==> config.mk <==
export PLATFORM = sky130hd
export DESIGN_NAME = i2s_receiver
export DESIGN_NICKNAME = d
export VERILOG_FILES = /design/src/rtl/i2s_receiver.sv
export SDC_FILE = /design/constraint.sdc
export NUM_CORES = 1
export LEC_CHECK = 0
export BUFFER_PORTS_ARGS = -buffer_cell sky130_fd_sc_hd__buf_2
export CELL_PAD_IN_SITES_DETAIL_PLACEMENT = 0
export CELL_PAD_IN_SITES_GLOBAL_PLACEMENT = 1
export CORE_MARGIN = 8
export CORE_UTILIZATION = 30
export CTS_CLUSTER_SIZE = 25
export DETAILED_ROUTE_END_ITERATION = 8
export GPL_TIMING_DRIVEN = 0
export PLACE_DENSITY = 0.61
export SYNTH_ARGS = -nofsm -noshare
export SYNTH_HDL_FRONTEND = slang
export SYNTH_SLANG_ARGS = --single-unit
==> constraint.sdc <==
create_clock -name clk -period 3.6 [get_ports clk]
set_input_delay 0.18 -clock clk [delete_from_list [all_inputs] [get_ports clk]]
set_output_delay 0.18 -clock clk [all_outputs]
set_load 0.005 [all_outputs]
==> src/rtl/i2s_receiver.sv <==
// Philips-format I2S receiver: oversamples the serial link on the system clock and
// presents each complete left/right pair as parallel words with a one-cycle strobe.
module i2s_receiver #(
  parameter int WIDTH = 16
) (
  input  logic             clk,
  input  logic             reset,
  input  logic             bit_clk,
  input  logic             frame_clk,
  input  logic             data,
  output logic [WIDTH-1:0] sample_left,
  output logic [WIDTH-1:0] sample_right,
  output logic             sample_valid,
  output logic             frame_error
);

  localparam int CW = $clog2(WIDTH + 2);

  typedef enum logic {SYNC, RECV} state_t;

  state_t r_state;
  state_t w_nextState;

  logic r_bckMeta, r_bckSync, r_bckDly;
  logic r_wsMeta, r_wsSync, r_wsPrev;
  logic r_dataMeta, r_dataSync;

  logic [CW-1:0]    r_cnt;
  logic [WIDTH-1:0] r_shift;
  logic [WIDTH-1:0] r_leftHold;
  logic [WIDTH-1:0] r_pendRight;
  logic             r_leftOk;
  logic             r_aligned;
  logic             r_pairPend;
  logic             r_errPend;

  logic             w_rise;
  logic             w_wsChange;
  logic             w_resync;
  logic             w_shiftBit;
  logic             w_slotEnd;
  logic [CW-1:0]    w_total;
  logic [WIDTH-1:0] w_shiftIn;
  logic [WIDTH-1:0] w_word;

  assign w_rise     = r_bckSync & ~r_bckDly;
  assign w_wsChange = r_wsSync ^ r_wsPrev;

  always_ff @(posedge clk) begin
    if (reset) begin
      r_state <= SYNC;
    end else begin
      r_state <= w_nextState;
    end
  end

  always_comb begin
    w_nextState = r_state;
    if (r_state == SYNC && w_rise && w_wsChange) begin
      w_nextState = RECV;
    end
  end

  always_comb begin
    w_resync   = 1'b0;
    w_shiftBit = 1'b0;
    w_slotEnd  = 1'b0;
    if (w_rise) begin
      if (r_state == SYNC) begin
        w_resync = w_wsChange;
      end else begin
        w_shiftBit = ~w_wsChange;
        w_slotEnd  = w_wsChange;
      end
    end
  end

  // The bit taken on a WS change is the LSB of the slot that just ended; short slots
  // are left-justified with zero padding, long ones keep only their first WIDTH bits.
  always_comb begin
    w_total   = (r_cnt == CW'(WIDTH + 1)) ? r_cnt : r_cnt + CW'(1);
    w_shiftIn = (r_cnt < CW'(WIDTH)) ? {r_shift[WIDTH-2:0], r_dataSync} : r_shift;
    w_word    = w_shiftIn;
    if (w_total < CW'(WIDTH)) begin
      w_word = w_shiftIn << (CW'(WIDTH) - w_total);
    end
  end

  always_ff @(posedge clk) begin
    if (reset) begin
      r_bckMeta   <= 1'b0;
      r_bckSync   <= 1'b0;
      r_bckDly    <= 1'b0;
      r_wsMeta    <= 1'b0;
      r_wsSync    <= 1'b0;
      r_wsPrev    <= 1'b0;
      r_dataMeta  <= 1'b0;
      r_dataSync  <= 1'b0;
      r_cnt       <= '0;
      r_shift     <= '0;
      r_leftHold  <= '0;
      r_pendRight <= '0;
      r_leftOk    <= 1'b0;
      r_aligned   <= 1'b0;
      r_pairPend  <= 1'b0;
      r_errPend   <= 1'b0;
    end else begin
      r_bckMeta  <= bit_clk;
      r_bckSync  <= r_bckMeta;
      r_bckDly   <= r_bckSync;
      r_wsMeta   <= frame_clk;
      r_wsSync   <= r_wsMeta;
      r_dataMeta <= data;
      r_dataSync <= r_dataMeta;
      r_pairPend <= 1'b0;
      r_errPend  <= 1'b0;
      if (w_rise) begin
        r_wsPrev <= r_wsSync;
      end
      if (w_resync) begin
        r_cnt     <= '0;
        r_shift   <= '0;
        r_leftOk  <= 1'b0;
        r_aligned <= 1'b0;
      end
      if (w_shiftBit) begin
        r_shift <= w_shiftIn;
        r_cnt   <= w_total;
      end
      // The slot entered at sync time is partial by construction, so its length is not reported.
      if (w_slotEnd) begin
        r_cnt     <= '0;
        r_shift   <= '0;
        r_aligned <= 1'b1;
        r_errPend <= r_aligned & (w_total != CW'(WIDTH));
        if (!r_wsPrev) begin
          r_leftHold <= w_word;
          r_leftOk   <= 1'b1;
        end else begin
          r_pairPend  <= r_leftOk;
          r_pendRight <= w_word;
          r_leftOk    <= 1'b0;
        end
      end
    end
  end

  always_ff @(posedge clk) begin
    if (reset) begin
      sample_left  <= '0;
      sample_right <= '0;
      sample_valid <= 1'b0;
      frame_error  <= 1'b0;
    end else begin
      sample_valid <= r_pairPend;
      frame_error  <= r_errPend;
      if (r_pairPend) begin
        sample_left  <= r_leftHold;
        sample_right <= r_pendRight;
      end
    end
  end

endmodule

=== Word level (Yosys, flattened, before mapping) ===
Index checks and enable logic that the tools add are counted.
W data, S select, Z words.

* Add/subtract/negate cells: 2
* $lt $le $gt $ge: 2
* Eq/ne operators: 2
* Shift operators: 1
* Multiplexer cells: 17
* Bitwise logic cells: 8
* Reduce and logical (&&, ||, !) cells: 9

{| class="wikitable"
|+ Operator list
! kind !! number
|-
| $mux W16 || 4
|-
| $shl A16 B5 Y16 || 1
|-
| $mux W5 || 3
|-
| $lt A5 B5 Y1 const B || 2
|-
| $mux W1 || 10
|-
| $add A5 B1 Y5 const B || 1
|-
| $eq A5 B5 Y1 const B || 1
|-
| $ne A5 B5 Y1 const B || 1
|-
| $not A1 Y1 || 5
|-
| $sub A5 B5 Y5 const A || 1
|-
| $reduce_and A2 Y1 || 2
|-
| $reduce_bool A2 Y1 || 2
|-
| $reduce_or A2 Y1 || 2
|-
| $reduce_or A3 Y1 || 1
|-
| $and A1 B1 Y1 || 2
|-
| $logic_and A1 B1 Y1 || 2
|-
| $xor A1 B1 Y1 || 1
|}

* Register bits after elaboration: 100
* Bits of input ports: 5
* Word-level logic and storage cells: 62

=== Longest topological paths before layout ===
Gate-level depths: netlist (run 1).

* Word-level depth: 5
* Depth in mapped cells: 15

=== Least setup slack after synthesis (run 1) ===
No wires, ideal clock.

* Path kind: register to register
* Start: register r_cnt[1]
* End: register r_leftHold[14]
* Arrival: 2.925 ns
* Data required time: 3.525 ns
* Slack: 0.600 ns
* Cell stages (with the launch flop): 15
* Path buffers: 1
* Cells stage by stage: dfxtp_1 -> inv_1 -> ha_1 -> nor4bb_2 -> buf_6 -> mux2i_1 -> nand3_1 -> inv_1 -> ha_1 -> or2_2 -> nor2_1 -> nand2_1 -> a311oi_1 -> a32oi_1 -> o22ai_1

* Word-level cells in the longest chain between the ends: 5
* Elaborated cells between the ends (all ways): 9

{| class="wikitable"
|+ RTL lines
! what !! line !! text
|-
| from (decl) || 28 || <nowiki>logic [CW-1:0] r_cnt;</nowiki>
|-
| from (signal assigned) || 128 || <nowiki>r_cnt <= w_total;</nowiki>
|-
| $add A5 B1 Y5 or $eq A5 B5 Y1 (tied branches) || 81 || <nowiki>w_total = (r_cnt == CW'(WIDTH + 1)) ? r_cnt : r_cnt + CW'(1);</nowiki>
|-
| $mux W5 || 81 ||
|-
| $sub A5 B5 Y5 || 85 || <nowiki>w_word = w_shiftIn << (CW'(WIDTH) - w_total);</nowiki>
|-
| $shl A16 B5 Y16 || 85 ||
|-
| $mux W16 (*) || 84 || <nowiki>if (w_total < CW'(WIDTH)) begin</nowiki>
|-
| to (signal assigned) || 137 || <nowiki>r_leftHold <= w_word;</nowiki>
|-
| to (decl) || 30 || <nowiki>logic [WIDTH-1:0] r_leftHold;</nowiki>
|}

Mark *: on every way between the ends. The rest lies on a longest branch, timed or not.
A chain may end at the register's enable or synchronous reset.

=== Worst setup path after layout (run 1) ===
Ends and elaborated chain as after synthesis.

==> results of run 1 <==
==> critical path, stage by stage, from the launching register on <==
cell and delay (ns):
dfxtp_1 0.35, inv_1 0.12, ha_1 0.14, nor4bb_2 0.31
buf_6 0.24, or2_2 0.13, buf_2 0.20, nand3_1 0.17
inv_2 0.20, ha_1 0.33, or2_2 0.35, nor2_1 0.14
nand2_1 0.07, a311oi_1 0.27, a32oi_1 0.13, o22ai_1 0.15
==> sequential cells by signal, indices dropped and copies added (netlist names), 5 cells and up <==
name,count
sample_right,16
r_cnt,5
r_pendRight,16
r_shift,16
r_leftHold,16
sample_left,16
==> cell type report <==
cell class	instances	area [um2]
fill	1718	10200
buffer	37	166
inverter	5	18.8
tap	216	270
clock inverter	7	73.8
sequential	100	2000
clock buffer	9	225
multi-input combinational	392	2750
timing repair buffer	39	198
==> cells in the mapped netlist (4+ instances only) <==
| library cell | count | area (um2) |
|---|---|---|
| o21ai_0 | 4 | 20.0 |
| o31ai_1 | 4 | 30.0 |
| o22ai_1 | 6 | 37.5 |
| o211ai_1 | 4 | 30.0 |
| nand3_1 | 6 | 30.0 |
| dfxtp_1 | 100 | 2000 |
| a211oi_1 | 24 | 180 |
| nor2b_1 | 12 | 75.1 |
| clkbuf_1 | 27 | 101 |
| a31oi_1 | 5 | 31.3 |
| mux2_2 | 7 | 78.8 |
| a22oi_1 | 11 | 82.6 |
| nor2_1 | 117 | 439 |
| mux2i_1 | 89 | 891 |
| nand2b_1 | 5 | 31.3 |
| buf_2 | 7 | 35.0 |
| inv_1 | 5 | 18.8 |
| nand2_1 | 15 | 56.3 |
| a21oi_1 | 29 | 145 |
==> cell families after synthesis <==
group           Yosys count  share of synthesized area (%)
compound gates          101                           13.9
xor+xnor                 10                           2.85
fa+ha+maj                 3                          0.765
buf+inv                  42                           3.77
flops                   100                           40.8
mux                     101                           21.7
simple gates            177                           16.2
==> power groups by stage <==
stage	clock, mW	sequential, mW	combinational [mW]
after floorplan	0	1.14	0.0298
after global placement	0	1.14	0.0457
after detailed placement	0	1.14	0.0464
after CTS	1.01	1.11	0.0466
after global routing	1.06	1.11	0.0512
final	0.969	1.11	0.0460
==> routing by layer <==
| metal | vias to the layer above | GRT usage, % | wire length, um |
|---|---|---|---|
| met3 | 18 | 3.19 | 696 |
| met5 | - | 0 | 0 |
| met2 | 101 | 22.1 | 6380 |
| met1 | 1917 | 17.8 | 6440 |
| met4 | 0 | 4.70 | 279 |
| li1 | 1998 | - | - |
==> stage by stage <==
stage / util [%] / hold slack, ns
3_3_place_gp: 33.7 / 0.393
5_1_grt: 35.8 / 0.0758
2_1_floorplan: - / 0.308
4_1_cts: 35.6 / 0.0406
6_report: 35.8 / 0.0503
3_5_place_dp: 33.7 / 0.412
==> worst max path at each step <==
stage,endpoint,cells past startpoint,from
after CTS,r_leftHold[3]$_SDFFE_PP0P_,13,r_cnt[1]$_SDFFE_PP0P_
after global routing,r_leftHold[14]$_SDFFE_PP0P_,15,r_cnt[1]$_SDFFE_PP0P_
after floorplan,r_leftHold[14]$_SDFFE_PP0P_,14,r_cnt[1]$_SDFFE_PP0P_
after global placement,r_pendRight[3]$_SDFFE_PP0P_,11,r_cnt[1]$_SDFFE_PP0P_
after detailed placement,r_leftHold[3]$_SDFFE_PP0P_,11,r_cnt[1]$_SDFFE_PP0P_
final,r_leftHold[14]$_SDFFE_PP0P_,15,r_cnt[1]$_SDFFE_PP0P_
==> repair_timing <==
item / CTS / global route
endpoints found under the setup margin: 12 / 18
gates resized for setup: 1 / 5
setup buffers: 0 / 1
cloned: 0 / 0
==> metrics.txt, run 1 <==
status complete, no violations; port bufs 38; area delta synth->final 16.2%; Max Cap Viol 0; Placed Cells 788; Worst Hold End r_dataMeta$_SDFF_PP0_; level count of the clock H-tree 3; FF-to-FF End r_leftHold[14]$_SDFFE_PP0P_; worst path arrival time approximately 3.7 ns; gpl congestion roughly 0.89; Detail Route Antenna Nets 0; minimum clock period approximately 3.4 ns; Initial Utilization between 30% and 40%; Setup crit end kind flop; sw power 0.462 mW; number of global-route vias before repair 3,819; worst r2r path cells 15; Placed Area about 5400 um2; Slew @ Worst Pin 0.754 ns; CP Max Fanout 10; TritonCTS buffer count 9; pre-CTS WS -0.0453 ns; final cell count without fillers 805; synthesized instance count about 530; relative slew slack 49.6%; Final Skew between 0.009 and 0.01 ns; CTS tree done; Clock Power Share 45.6%; leading cell type in the layout, fill and taps excluded nor2_1; Hold/Removal Path Class in2reg; core area ~16,000 um2; Vias roughly 4,000; total grt overflow 0; Synthesis Warnings 0; final-stage net count 592; die area about 21,000 um2; clock root buffer clkbuf_16; r2r startpoint r_cnt[1]$_SDFFE_PP0P_; Async SR Flop Fraction 0%; antenna violations before repair 0; number of remaining DRC errors 0; Synth Register Bits 100; CTS Buffer Depth 2; Synth Area per Inst approximately 9.2 um2; global-route wire length before repair 21.9 mm; clk_lat worst skew roughly 0.35 ns; Final setup viols 0; setup TNS after final layout 0 ns; R2R Setup Slk 0.21 ns; Comb pwr share under 10%; Synth Net Count between 500 and 600; Setup CP Type reg2reg; cts hold-fix bufs 0; Final period util between 90% and 100%; commonest cells after routing, fill and taps aside nor2_1, dfxtp_1, mux2i_1; die span in x roughly 140 um; via/cell ratio approximately 5; Peak Freq roughly 290 MHz; layout cell share with drive strength beyond 1 approximately 15%; setup ws final between 0.2 and 0.25 ns; pins over their slew limit 0; IO Pins 39; Synth Cell Area approximately 5000 um2; post-route cell area roughly 5700 um2; largest net degree at the start of global routing 18; Power Total 2.13 mW; Initial DRC Count 320; power density cells roughly 370 nW/um2; EDFF count, synth 0; RSZ-0062 raised after global routing false; post-DP HPWL ~11 mm; row count between 40 and 50; Int Power roughly 1.7 mW; Fin. Hold Viols 0; Sw Ratio between 20% and 30%; Synth cell types 55; Worst VDD drop just under 0.2 mV; sequential share of power 52.3%; CTS Sinks 100; dominant synthesized flop cell dfxtp_1; Seq/Total Area, Yosys between 40% and 50%; n_diodes 0; Worst EP required between 3 and 4 ns; Setup crit start kind flop; Detailed Route WL between 10 and 15 mm; worst hold path depth 2; WL/cell 17.1 um; die height approximately 140 um; total global-route track usage between 10% and 20%; leakage power 2.12 nW; clock transition at the registers of the reported paths about 0.070 ns; Hold Startpoint data; TritonRoute pass-1 iters 4
No activity file was read; power rests on OpenSTA's default activity.
==> run 2, diff against run 1 <==
CORE_ASPECT_RATIO = 0.9   (was not set)
RECOVER_POWER = 25   (was not set)
==> run 2 against run 1 <==
  * Wire length up 3.7%
  * Die area about the same
  * Sequential power about the same
  * Critical path depth down 1
  * Core utilization down 0.50 points
==> metrics.txt, run 2 (synthesized netlist as in run 1, its figures left out) <==
status complete, no violations; die area 20,700 um2 (about the same); cts hold-fix bufs 0 (unchanged); number of remaining DRC errors 0 (unchanged); Vias 4,138 (+2.6%); WL/cell 17.9 um (+4.6%); Hold/Removal Path Class in2reg; area delta synth->final 15.5%; clock transition at the registers of the reported paths 0.07 ns (about the same); sw power 0.472 mW (+2.2%); post-DP HPWL 10.9 mm (+1.9%); Detailed Route WL 14.3 mm (+3.7%); relative slew slack 40.3% (-9.2 points); leading cell type in the layout, fill and taps excluded nor2_1; IO Pins 39 (unchanged); global-route wire length before repair 22.6 mm (+3.1%); Slew @ Worst Pin 0.889 ns (+0.135 ns); Detail Route Antenna Nets 0 (unchanged); leakage power 2.03 nW (-4.6%); Final Skew 0.00450 ns (-0.00451 ns); Placed Cells 779 (-1.1%); worst path arrival time 3.69 ns (+0.02 ns); final-stage net count 594 (+0.34%); layout cell share with drive strength beyond 1 11.8% (-3.6 points); n_diodes 0 (unchanged); clock root buffer clkbuf_16; worst r2r path cells 14 (-1); level count of the clock H-tree 3 (unchanged); Hold Startpoint data; Setup CP Type reg2reg; Comb pwr share 2.2% (about the same); Setup crit end kind flop; CTS Buffer Depth 2 (unchanged); Initial Utilization 30.5% (-0.25 points); CTS tree done; CP Max Fanout 10 (unchanged); gpl congestion 0.882 (-1.5%); CTS Sinks 100 (unchanged); largest net degree at the start of global routing 17 (-1); Peak Freq 293 MHz (-0.53%); Final setup viols 0 (unchanged); worst hold path depth 2 (unchanged); row count 44 (-4.3%); Worst Hold End r_dataMeta$_SDFF_PP0_; die span in x 151 um (+4.8%); R2R Setup Slk 0.19 ns (-0.02 ns); core area 16,100 um2 (+0.83%); Final period util 94.8% (+0.50 points); antenna violations before repair 0 (unchanged); pins over their slew limit 0 (unchanged); total global-route track usage 14.2% (+0.45 points); minimum clock period 3.41 ns (+0.0182 ns); Worst VDD drop 0.326 mV (+67%); commonest cells after routing, fill and taps aside nor2_1, dfxtp_1, mux2i_1; TritonRoute pass-1 iters 5 (+1); Setup crit start kind flop; total grt overflow 0 (unchanged); setup TNS after final layout 0 ns (unchanged); Int Power 1.63 mW (-1.9%); sequential share of power 52.8% (+0.5 points); Fin. Hold Viols 0 (unchanged); port bufs 38 (unchanged); final cell count without fillers 798 (-0.87%); Initial DRC Count 292 (-8.8%); r2r startpoint r_cnt[1]$_SDFFE_PP0P_; Sw Ratio 22.4% (+0.70 points); number of global-route vias before repair 3,920 (+2.6%); clk_lat worst skew 0.35 ns (about the same); TritonCTS buffer count 9 (unchanged); Clock Power Share 45.0% (-0.6 points); power density cells 371 nW/um2 (-0.42%); die height 137 um (-4.6%); via/cell ratio 5.19 (+3.5%); FF-to-FF End r_pendRight[14]$_SDFFE_PP0P_; Worst EP required 3.88 ns (about the same); Max Cap Viol 0 (unchanged)
-- run 2: cell types whose count changed in the layout (fill, tap and decap cells not counted), moves of 2 or more --
cell      previous run  this run
buf_4                2         4
clkbuf_8             0         2
clkbuf_1            27        51
buf_2               45        22
clkinv_2             3         1
-- run 2: final cells by class --
class                           instances  area (um2)
Clock inverter                          4        31.3
Buffer                                 37         166
Fill cell                            1679       10400
Clock buffer                           12         256
Multi-Input combinational cell        392        2750
Tap cell                              207         259
Sequential cell                       100        2000
Inverter                                5        18.8
Timing Repair Buffer                   41         184
-- run 2: critical path, stage by stage (launching register included) --
cell and delay (ns):
dfxtp_1 0.35, inv_1 0.10, ha_1 0.16, nor4bb_2 0.31
buf_6 0.23, mux2i_4 0.36, nand3_2 0.18, inv_2 0.17
ha_1 0.31, or2_2 0.34, nor2_1 0.13, nand2_1 0.08
a311oi_1 0.29, a32oi_1 0.16, o22ai_1 0.15
-- run 2: worst max-delay path by stage --
stage / from / endpoint / slack, ns / cells past startpoint
2_1_floorplan: r_cnt[1]$_SDFFE_PP0P_ / r_leftHold[14]$_SDFFE_PP0P_ / 0.60 / 14
3_3_place_gp: r_cnt[1]$_SDFFE_PP0P_ / r_leftHold[6]$_SDFFE_PP0P_ / -0.21 / 12
3_5_place_dp: r_cnt[1]$_SDFFE_PP0P_ / r_leftHold[6]$_SDFFE_PP0P_ / -0.14 / 12
4_1_cts: r_cnt[1]$_SDFFE_PP0P_ / r_leftHold[3]$_SDFFE_PP0P_ / 0.03 / 11
5_1_grt: r_cnt[1]$_SDFFE_PP0P_ / r_pendRight[14]$_SDFFE_PP0P_ / -0.008 / 14
6_report: r_cnt[1]$_SDFFE_PP0P_ / r_pendRight[14]$_SDFFE_PP0P_ / 0.19 / 14
-- run 2: per-stage QoR --
stage	utilization (%)	hold WS, ns	area, um2	total power, mW	setup slack (ns)
6_report	35.3	0.0348	5670	2.11	0.187
2_1_floorplan	-	0.308	4910	1.17	0.600
3_3_place_gp	33.3	0.393	5360	1.18	-0.213
5_1_grt	35.3	0.0265	5670	2.19	-0.00778
4_1_cts	35.2	0.0219	5660	2.14	0.0255
3_5_place_dp	33.3	0.393	5360	1.18	-0.139
-- run 2: timing repair --
action | 4_1_cts | 5_1_grt
setup endpoints to repair | 22 | 20
gates resized for setup | 2 | 5
setup buffers | 0 | 3
-- run 2: power groups by stage --
stage / clock [mW] / combinational [mW] / sequential [mW]
after floorplan: 0 / 0.0298 / 1.14
after global placement: 0 / 0.0450 / 1.14
after detailed placement: 0 / 0.0458 / 1.14
after CTS: 0.984 / 0.0459 / 1.11
after global routing: 1.03 / 0.0509 / 1.11
final: 0.948 / 0.0461 / 1.11
-- run 2: routing by layer --
metal | share of wire, % | track usage, %
met5 | 0 | 0
met4 | 1.6 | 5.27
met3 | 5.5 | 3.15
met2 | 44 | 21.1
met1 | 49 | 19.8
